--- config.mk ---
export PLATFORM = sky130hd
export DESIGN_NAME = posit_divider_seq
export DESIGN_NICKNAME = d
export VERILOG_FILES = /design/src/rtl/posit_div_pkg.sv /design/src/rtl/posit_div_round.sv /design/src/rtl/posit_divider_seq.sv
export SDC_FILE = /design/constraint.sdc
export NUM_CORES = 1
export LEC_CHECK = 0
export BUFFER_PORTS_ARGS = -buffer_cell sky130_fd_sc_hd__buf_4
export CAP_MARGIN = 40
export CORE_ASPECT_RATIO = 0.8
export CORE_MARGIN = 2
export CORE_UTILIZATION = 25
export DETAILED_ROUTE_END_ITERATION = 8
export PLACE_DENSITY_LB_ADDON = 0.2
export SLEW_MARGIN = 20
export SYNTH_ARGS = -nofsm -noshare
export SYNTH_HDL_FRONTEND = slang
export SYNTH_SLANG_ARGS = --single-unit
--- constraint.sdc ---
create_clock -name clk -period 23.2 [get_ports clk]
set_input_delay 2.32 -clock clk [delete_from_list [all_inputs] [get_ports clk]]
set_output_delay 2.32 -clock clk [all_outputs]
set_load 0.1 [all_outputs]
--- src/rtl/posit_div_pkg.sv ---
// Shared definitions for the sequential posit divider.
// Contents: FSM state encodings, NaR / maxpos pattern helpers, and the
// width of the signed scale registers.
package posit_div_pkg;

  // FSM state encodings
  localparam logic [2:0] IDLE   = 3'd0;
  localparam logic [2:0] DECODE = 3'd1;
  localparam logic [2:0] DIVIDE = 3'd2;
  localparam logic [2:0] ROUND  = 3'd3;
  localparam logic [2:0] DONE   = 3'd4;

  // Scale register width: regime magnitude bits + exponent bits + sign + headroom
  function automatic int unsigned scale_width(input int unsigned n, input int unsigned es);
    return $clog2(n) + es + 2;
  endfunction

  // NaR pattern: 1 followed by n-1 zeros (right-aligned in 64 bits)
  function automatic logic [63:0] nar(input int unsigned n);
    return 64'(1) << (n - 1);
  endfunction

  // Largest positive posit: 0 followed by n-1 ones (right-aligned in 64 bits)
  function automatic logic [63:0] maxpos(input int unsigned n);
    return (64'(1) << (n - 1)) - 64'(1);
  endfunction

endpackage

--- src/rtl/posit_div_round.sv ---
// Combinational posit packer for the divider quotient.
// Ports:
//   sign   - result sign
//   scale  - signed result scale (k*2^ES + e), already normalised
//   frac   - quotient fraction bits below the hidden bit
//   sticky - OR of any division remainder bits
//   res    - rounded (nearest, ties to even), saturated, packed posit
module posit_div_round
  import posit_div_pkg::*;
#(
  parameter int unsigned N  = 32,
  parameter int unsigned ES = 2,
  parameter int unsigned SW = 9,
  parameter int unsigned FW = 31
) (
  input  logic                 sign,
  input  logic signed [SW-1:0] scale,
  input  logic [FW-1:0]        frac,
  input  logic                 sticky,
  output logic [N-1:0]         res
);

  localparam int unsigned TW = 1 + ES + FW + N;
  localparam logic [N-2:0] MAXP = (N-1)'(maxpos(N));
  localparam logic [N-2:0] MINP = (N-1)'(1);
  localparam logic signed [SW-1:0] KMAX = SW'(N - 2);

  logic signed [SW-1:0] k;
  logic [SW-1:0]        cnt;
  logic [TW-1:0]        tmp;
  logic [TW-1:0]        sh;
  logic [N-2:0]         body;
  logic [N-2:0]         mag;
  logic                 guard;
  logic                 rest;
  logic                 up;

  // Regime is produced by shifting {terminator, exp, frac} right and filling
  // with the regime bit; the ~(~x >> n) form fills with ones for k >= 0.
  always_comb begin
    k     = scale >>> ES;
    cnt   = k[SW-1] ? SW'(-k) : SW'(k + 1);
    tmp   = {k[SW-1], scale[ES-1:0], frac, N'(0)};
    sh    = k[SW-1] ? (tmp >> cnt) : ~((~tmp) >> cnt);
    body  = sh[TW-1 -: N-1];
    guard = sh[TW-N];
    rest  = (|sh[TW-N-1:0]) | sticky;
    up    = guard & (body[0] | rest);
    mag   = body + (N-1)'(up);
    // Out-of-range regimes saturate; magnitude never collapses to zero or NaR
    if (k >= KMAX) begin
      mag = MAXP;
    end else if (k < -KMAX) begin
      mag = MINP;
    end
    if (mag == '0) begin
      mag = MINP;
    end
    res = sign ? -{1'b0, mag} : {1'b0, mag};
  end

endmodule

--- src/rtl/posit_divider_seq.sv ---
// Sequential posit divider: OUT = IN1 / IN2, one quotient bit per cycle by
// restoring division, valid/ready handshake on both sides.
// Ports:
//   clk, rst             - clock, synchronous active-high reset
//   in_valid / in_ready  - operand handshake (IN1 dividend, IN2 divisor)
//   out_valid / out_ready- result handshake (OUT quotient)
//   busy                 - high whenever the FSM is not in IDLE
module posit_divider_seq
  import posit_div_pkg::*;
#(
  parameter int unsigned N  = 32,
  parameter int unsigned ES = 2,
  parameter int unsigned QW = N
) (
  input  logic         clk,
  input  logic         rst,
  input  logic         in_valid,
  output logic         in_ready,
  input  logic [N-1:0] IN1,
  input  logic [N-1:0] IN2,
  output logic         out_valid,
  input  logic         out_ready,
  output logic [N-1:0] OUT,
  output logic         busy
);

  localparam int unsigned SW = scale_width(N, ES);
  localparam int unsigned F  = N - ES - 3;
  localparam int unsigned CW = $clog2(QW + 1);
  localparam logic [N-1:0] NAR = N'(nar(N));

  logic [2:0]           state, state_d;
  logic [N-1:0]         op1, op1_d, op2, op2_d;
  logic                 res_sign, res_sign_d;
  logic signed [SW-1:0] scale, scale_d;
  logic [F:0]           mant2, mant2_d;
  logic [F+1:0]         rem, rem_d;
  logic [QW-1:0]        quot, quot_d;
  logic [CW-1:0]        cnt, cnt_d;
  logic                 in_ready_d, out_valid_d, busy_d;
  logic [N-1:0]         out_d;

  logic signed [SW-1:0] s1, s2, nscale;
  logic [F:0]           m1, m2;
  logic [QW-2:0]        nfrac;
  logic [N-1:0]         rnd;

  // Posit unpack: magnitude, regime run length, exponent, hidden-bit mantissa
  function automatic void unpack(input  logic [N-1:0]         x,
                                 output logic signed [SW-1:0] sc,
                                 output logic [F:0]           mant);
    logic [N-1:0] a;
    logic [N-2:0] body;
    logic [N-2:0] rest;
    logic         r;
    logic         run;
    int unsigned  m;
    int           k;
    a    = x[N-1] ? -x : x;
    body = a[N-2:0];
    r    = body[N-2];
    m    = 0;
    run  = 1'b1;
    for (int i = N - 2; i >= 0; i--) begin
      if (run && (body[i] == r)) m++;
      else run = 1'b0;
    end
    rest = body << (m + 1);
    k    = r ? int'(m) - 1 : -int'(m);
    sc   = SW'((k <<< ES) + int'(rest[N-2 -: ES]));
    mant = {1'b1, rest[N-2-ES -: F]};
  endfunction

  always_comb begin
    unpack(op1, s1, m1);
    unpack(op2, s2, m2);
  end

  // Quotient below 1.0 is renormalised before packing
  always_comb begin
    nfrac  = quot[QW-1] ? quot[QW-2:0] : {quot[QW-3:0], 1'b0};
    nscale = quot[QW-1] ? scale : scale - SW'(1);
  end

  posit_div_round #(
    .N (N),
    .ES(ES),
    .SW(SW),
    .FW(QW - 1)
  ) u_round (
    .sign  (res_sign),
    .scale (nscale),
    .frac  (nfrac),
    .sticky(|rem),
    .res   (rnd)
  );

  // Next-state and registered-output logic
  always_comb begin
    state_d    = state;
    op1_d      = op1;
    op2_d      = op2;
    res_sign_d = res_sign;
    scale_d    = scale;
    mant2_d    = mant2;
    rem_d      = rem;
    quot_d     = quot;
    cnt_d      = cnt;
    out_d      = OUT;
    case (state)
      IDLE: begin
        if (in_valid && in_ready) begin
          op1_d   = IN1;
          op2_d   = IN2;
          state_d = DECODE;
        end
      end
      DECODE: begin
        res_sign_d = op1[N-1] ^ op2[N-1];
        scale_d    = s1 - s2;
        mant2_d    = m2;
        rem_d      = {1'b0, m1};
        quot_d     = '0;
        cnt_d      = '0;
        if (op1 == NAR || op2 == NAR || op2 == '0) begin
          out_d   = NAR;
          state_d = DONE;
        end else if (op1 == '0) begin
          out_d   = '0;
          state_d = DONE;
        end else begin
          state_d = DIVIDE;
        end
      end
      DIVIDE: begin
        if (rem >= {1'b0, mant2}) begin
          quot_d = {quot[QW-2:0], 1'b1};
          rem_d  = (rem - {1'b0, mant2}) << 1;
        end else begin
          quot_d = {quot[QW-2:0], 1'b0};
          rem_d  = rem << 1;
        end
        cnt_d = cnt + CW'(1);
        if (cnt == CW'(QW - 1)) state_d = ROUND;
      end
      ROUND: begin
        out_d   = rnd;
        state_d = DONE;
      end
      DONE: begin
        if (out_ready) state_d = IDLE;
      end
      default: state_d = IDLE;
    endcase
    in_ready_d  = (state_d == IDLE);
    out_valid_d = (state_d == DONE);
    busy_d      = (state_d != IDLE);
  end

  always_ff @(posedge clk) begin
    if (rst) begin
      state     <= IDLE;
      op1       <= '0;
      op2       <= '0;
      res_sign  <= 1'b0;
      scale     <= '0;
      mant2     <= '0;
      rem       <= '0;
      quot      <= '0;
      cnt       <= '0;
      OUT       <= '0;
      in_ready  <= 1'b0;
      out_valid <= 1'b0;
      busy      <= 1'b0;
    end else begin
      state     <= state_d;
      op1       <= op1_d;
      op2       <= op2_d;
      res_sign  <= res_sign_d;
      scale     <= scale_d;
      mant2     <= mant2_d;
      rem       <= rem_d;
      quot      <= quot_d;
      cnt       <= cnt_d;
      OUT       <= out_d;
      in_ready  <= in_ready_d;
      out_valid <= out_valid_d;
      busy      <= busy_d;
    end
  end

endmodule

==> reports/metrics.yaml <==
status: "finished clean"
grt.overflow.total: 0
hpwlAfterDp_microns: 81100
grt_first_pass_wirelength_microns: 162000
crit_arrival_ps: 22500
post_dp_cell_area_sq_um: 31200
setup_tns_ps: 0
crit_slowest_cell: "or4_4"
n_antenna_cell: 0
whs_path_depth: 2
tightestPinTransition_ps: 855
synth_top_family_by_area: "simple AND/OR/NAND/NOR gates"
synth_fp_nets: 4239
crit_start: "op1[6]"
ios: 103
area_delta_synth_final_pct: 16.5
io_buffers: 102
path_class: "reg2reg"
reg2reg_depth: 113
routed_wl_microns: 105000
synth_edf_count: 0
clkLatencyLatePin_ps: 620
drt_pass1_iterations: 6
yosys-top-cells-area: "dfxtp_1 15%, mux2i_1 7.4%, nand2_1 7.1%"
clk_path_buf_depth: 3
die_w_microns: 381
clock-sinks: 207
postSynth.topFlopCell: "dfxtp_1"
crit_fanout: 12
synth_top_cell_area_share_pct: 14.6
slew_headroom_pct: 42.2
postSynth.asyncResetShare_pct: 0
synth-compound-area-share_pct: 24.5
r2r-start: "op1[6]"
synthDistinctLibCells: 117
synth_adder_area_share_pct: 5.19
drtIter0Drc: 2468
synth-simple-area-share_pct: 27.5
start_kind: "flop"
grtUsageTotal_pct: 17.1
cp.required_ps: 23730
cts_tree: "built"
nNetsFinal: 4277
seq_area_frac_synth_pct: 14.6
drc: 0
core_area_sq_um: 113000
rr_endpoint: "scale[8]"
rows: 110
max_freq_ghz: 0.0455
root_buffer: "clkbuf_16"
synth_top_area_cell: "dfxtp_1"
slew_viol_final: 0
syn-instance-count: 4063
final_area_sq_um: 33200
numCtsBuffers: 29
synthMuxAreaShare_pct: 10.2
cp-end-kind: "flop"
wl_per_cell_microns: 18.6
clkTransAtPathRegs_ps: 70
syn_area_sq_um: 28500
grt_max_degree: 72
die_h_microns: 306
maxCapViolCount: 0
r2r_slack_ps: 1230
synth-seq-cells: 207
cp_common_cell: "ha_1"
viasPerCell: 5.27
avgSynthCellArea_sq_um: 7.01
fin_crit_ps: 21970
drive_gt1_share_pct: 13.1
yosys_warnings: 0
holdCritStartpoint: "mant2[22]"
antenna_left: 0
fin_crit_sh_pct: 94.7
finalSetupViolations: 0
routabilityCongestion: 0.915
start_util_pct: 25.3
die_area_sq_um: 117000
grt_pass1_vias: 26935
hold_end: "mant2[22]"
fin_util_pct: 29.4
num_vias: 29707
synth_xor_area_share_pct: 12.9
hold_path_class: "reg2reg"
cts_hold_buf: 0
antenna_found_initial: 0
htreeDepth: 1
hold_viol_final: 0
max_stage_delay_ps: 580
clock-skew-final_ps: 27.0
## timing repair
item / CTS / global route
setup buffers: 0 / 30
gates resized for setup: 1 / 102
pin swaps: 0 / 31
endpoints found under the setup margin: 1 / 6
gates cloned: 0 / 3
## synthesized netlist by cell type (all sizes together), types with 52 or more instances
cell    number
nand3      107
xnor2      205
xor2       138
nand2b      52
mux2i      213
a22oi       82
nand2      536
nor3       115
or3         60
o21ai      216
clkbuf     192
inv        133
a21oi      312
nor2       466
mux2        60
dfxtp      207
ha         106
## sequential cells by signal (all words and copies together), names as in the netlist
signal and flops:
OUT 32, op1 32, op2 32, quot 32, rem 29, mant2 28
scale 9, cnt 6, state 3, busy 1, in_ready 1, out_valid 1
res_sign 1
## metal layers
metal  global-route usage (%)  routed length [microns]
met2                     23.7                    41200
met3                     2.81                     6410
met5                        0                        0
met4                     2.46                     1350
met1                     27.2                    55600
## cells by family after synthesis
kind of cell | Yosys count
AO/OA/AOI/OAI | 1062
XOR/XNOR | 369
adder cells (fa/ha/maj) | 119
buffers and inverters | 377
flip-flops | 207
multiplexers | 276
AND/OR/NAND/NOR | 1653
## critical path: cells and delay by family (launching register included)
kind	cells	cell delay, ps
adders and majority gates	28	7990
AOI/OAI and AO/OA	29	4180
and+or+nand+nor	22	3440
muxes	14	3280
xor gates and xnor gates	10	1690
DFF	1	310
buffers and inverters	10	940
## cell usage in the layout, fill, tap and decap left out, types with 34 or more instances in the layout
cell        n
nand2_1   533
nand3_1   106
nor3_1    108
nand2b_1   50
inv_1     131
xnor2_1   190
dfxtp_1   207
nand4_1    40
and2_1     34
a21oi_1   301
nor2b_1    35
ha_1       99
mux2i_1   205
nor2_1    460
mux2_2     58
a31oi_1    42
o31ai_1    39
or3_1      59
a22oi_1    78
o21ai_0   205
buf_4     224
xor2_1    124
and3_1     36
nor4_1     38
o22ai_1    38
## stage by stage
stage	setup WS, ps	std cells	hold WS, ps
2_1_floorplan	633	4063	425
3_3_place_gp	-203	5530	443
3_5_place_dp	-18.7	5545	446
4_1_cts	5.96	5599	457
5_1_grt	-50.3	5636	483
6_report	1230	5636	454
## layout make-up
class | instances | area (sq um)
flip-flops and latches | 207 | 4140
inverters | 134 | 515
clock inverters | 17 | 215
fillers | 12355 | 79600
well taps | 1512 | 1890
multi-input cells | 3480 | 23500
repair buffers | 249 | 2060
clock buffers | 37 | 836
## worst max-delay path by stage
stage	end	slack [ps]	depth (start not counted)
after floorplan	scale[8]	630	116
after global routing	scale[8]	-50	107
after CTS	scale[8]	6	110
after global placement	scale[8]	-200	111
after detailed placement	scale[8]	-20	110
final	scale[8]	1230	113
Power is left out: the tool's default activity adds up to more than one toggle a clock period on the data nets, which glitch-free logic cannot reach.
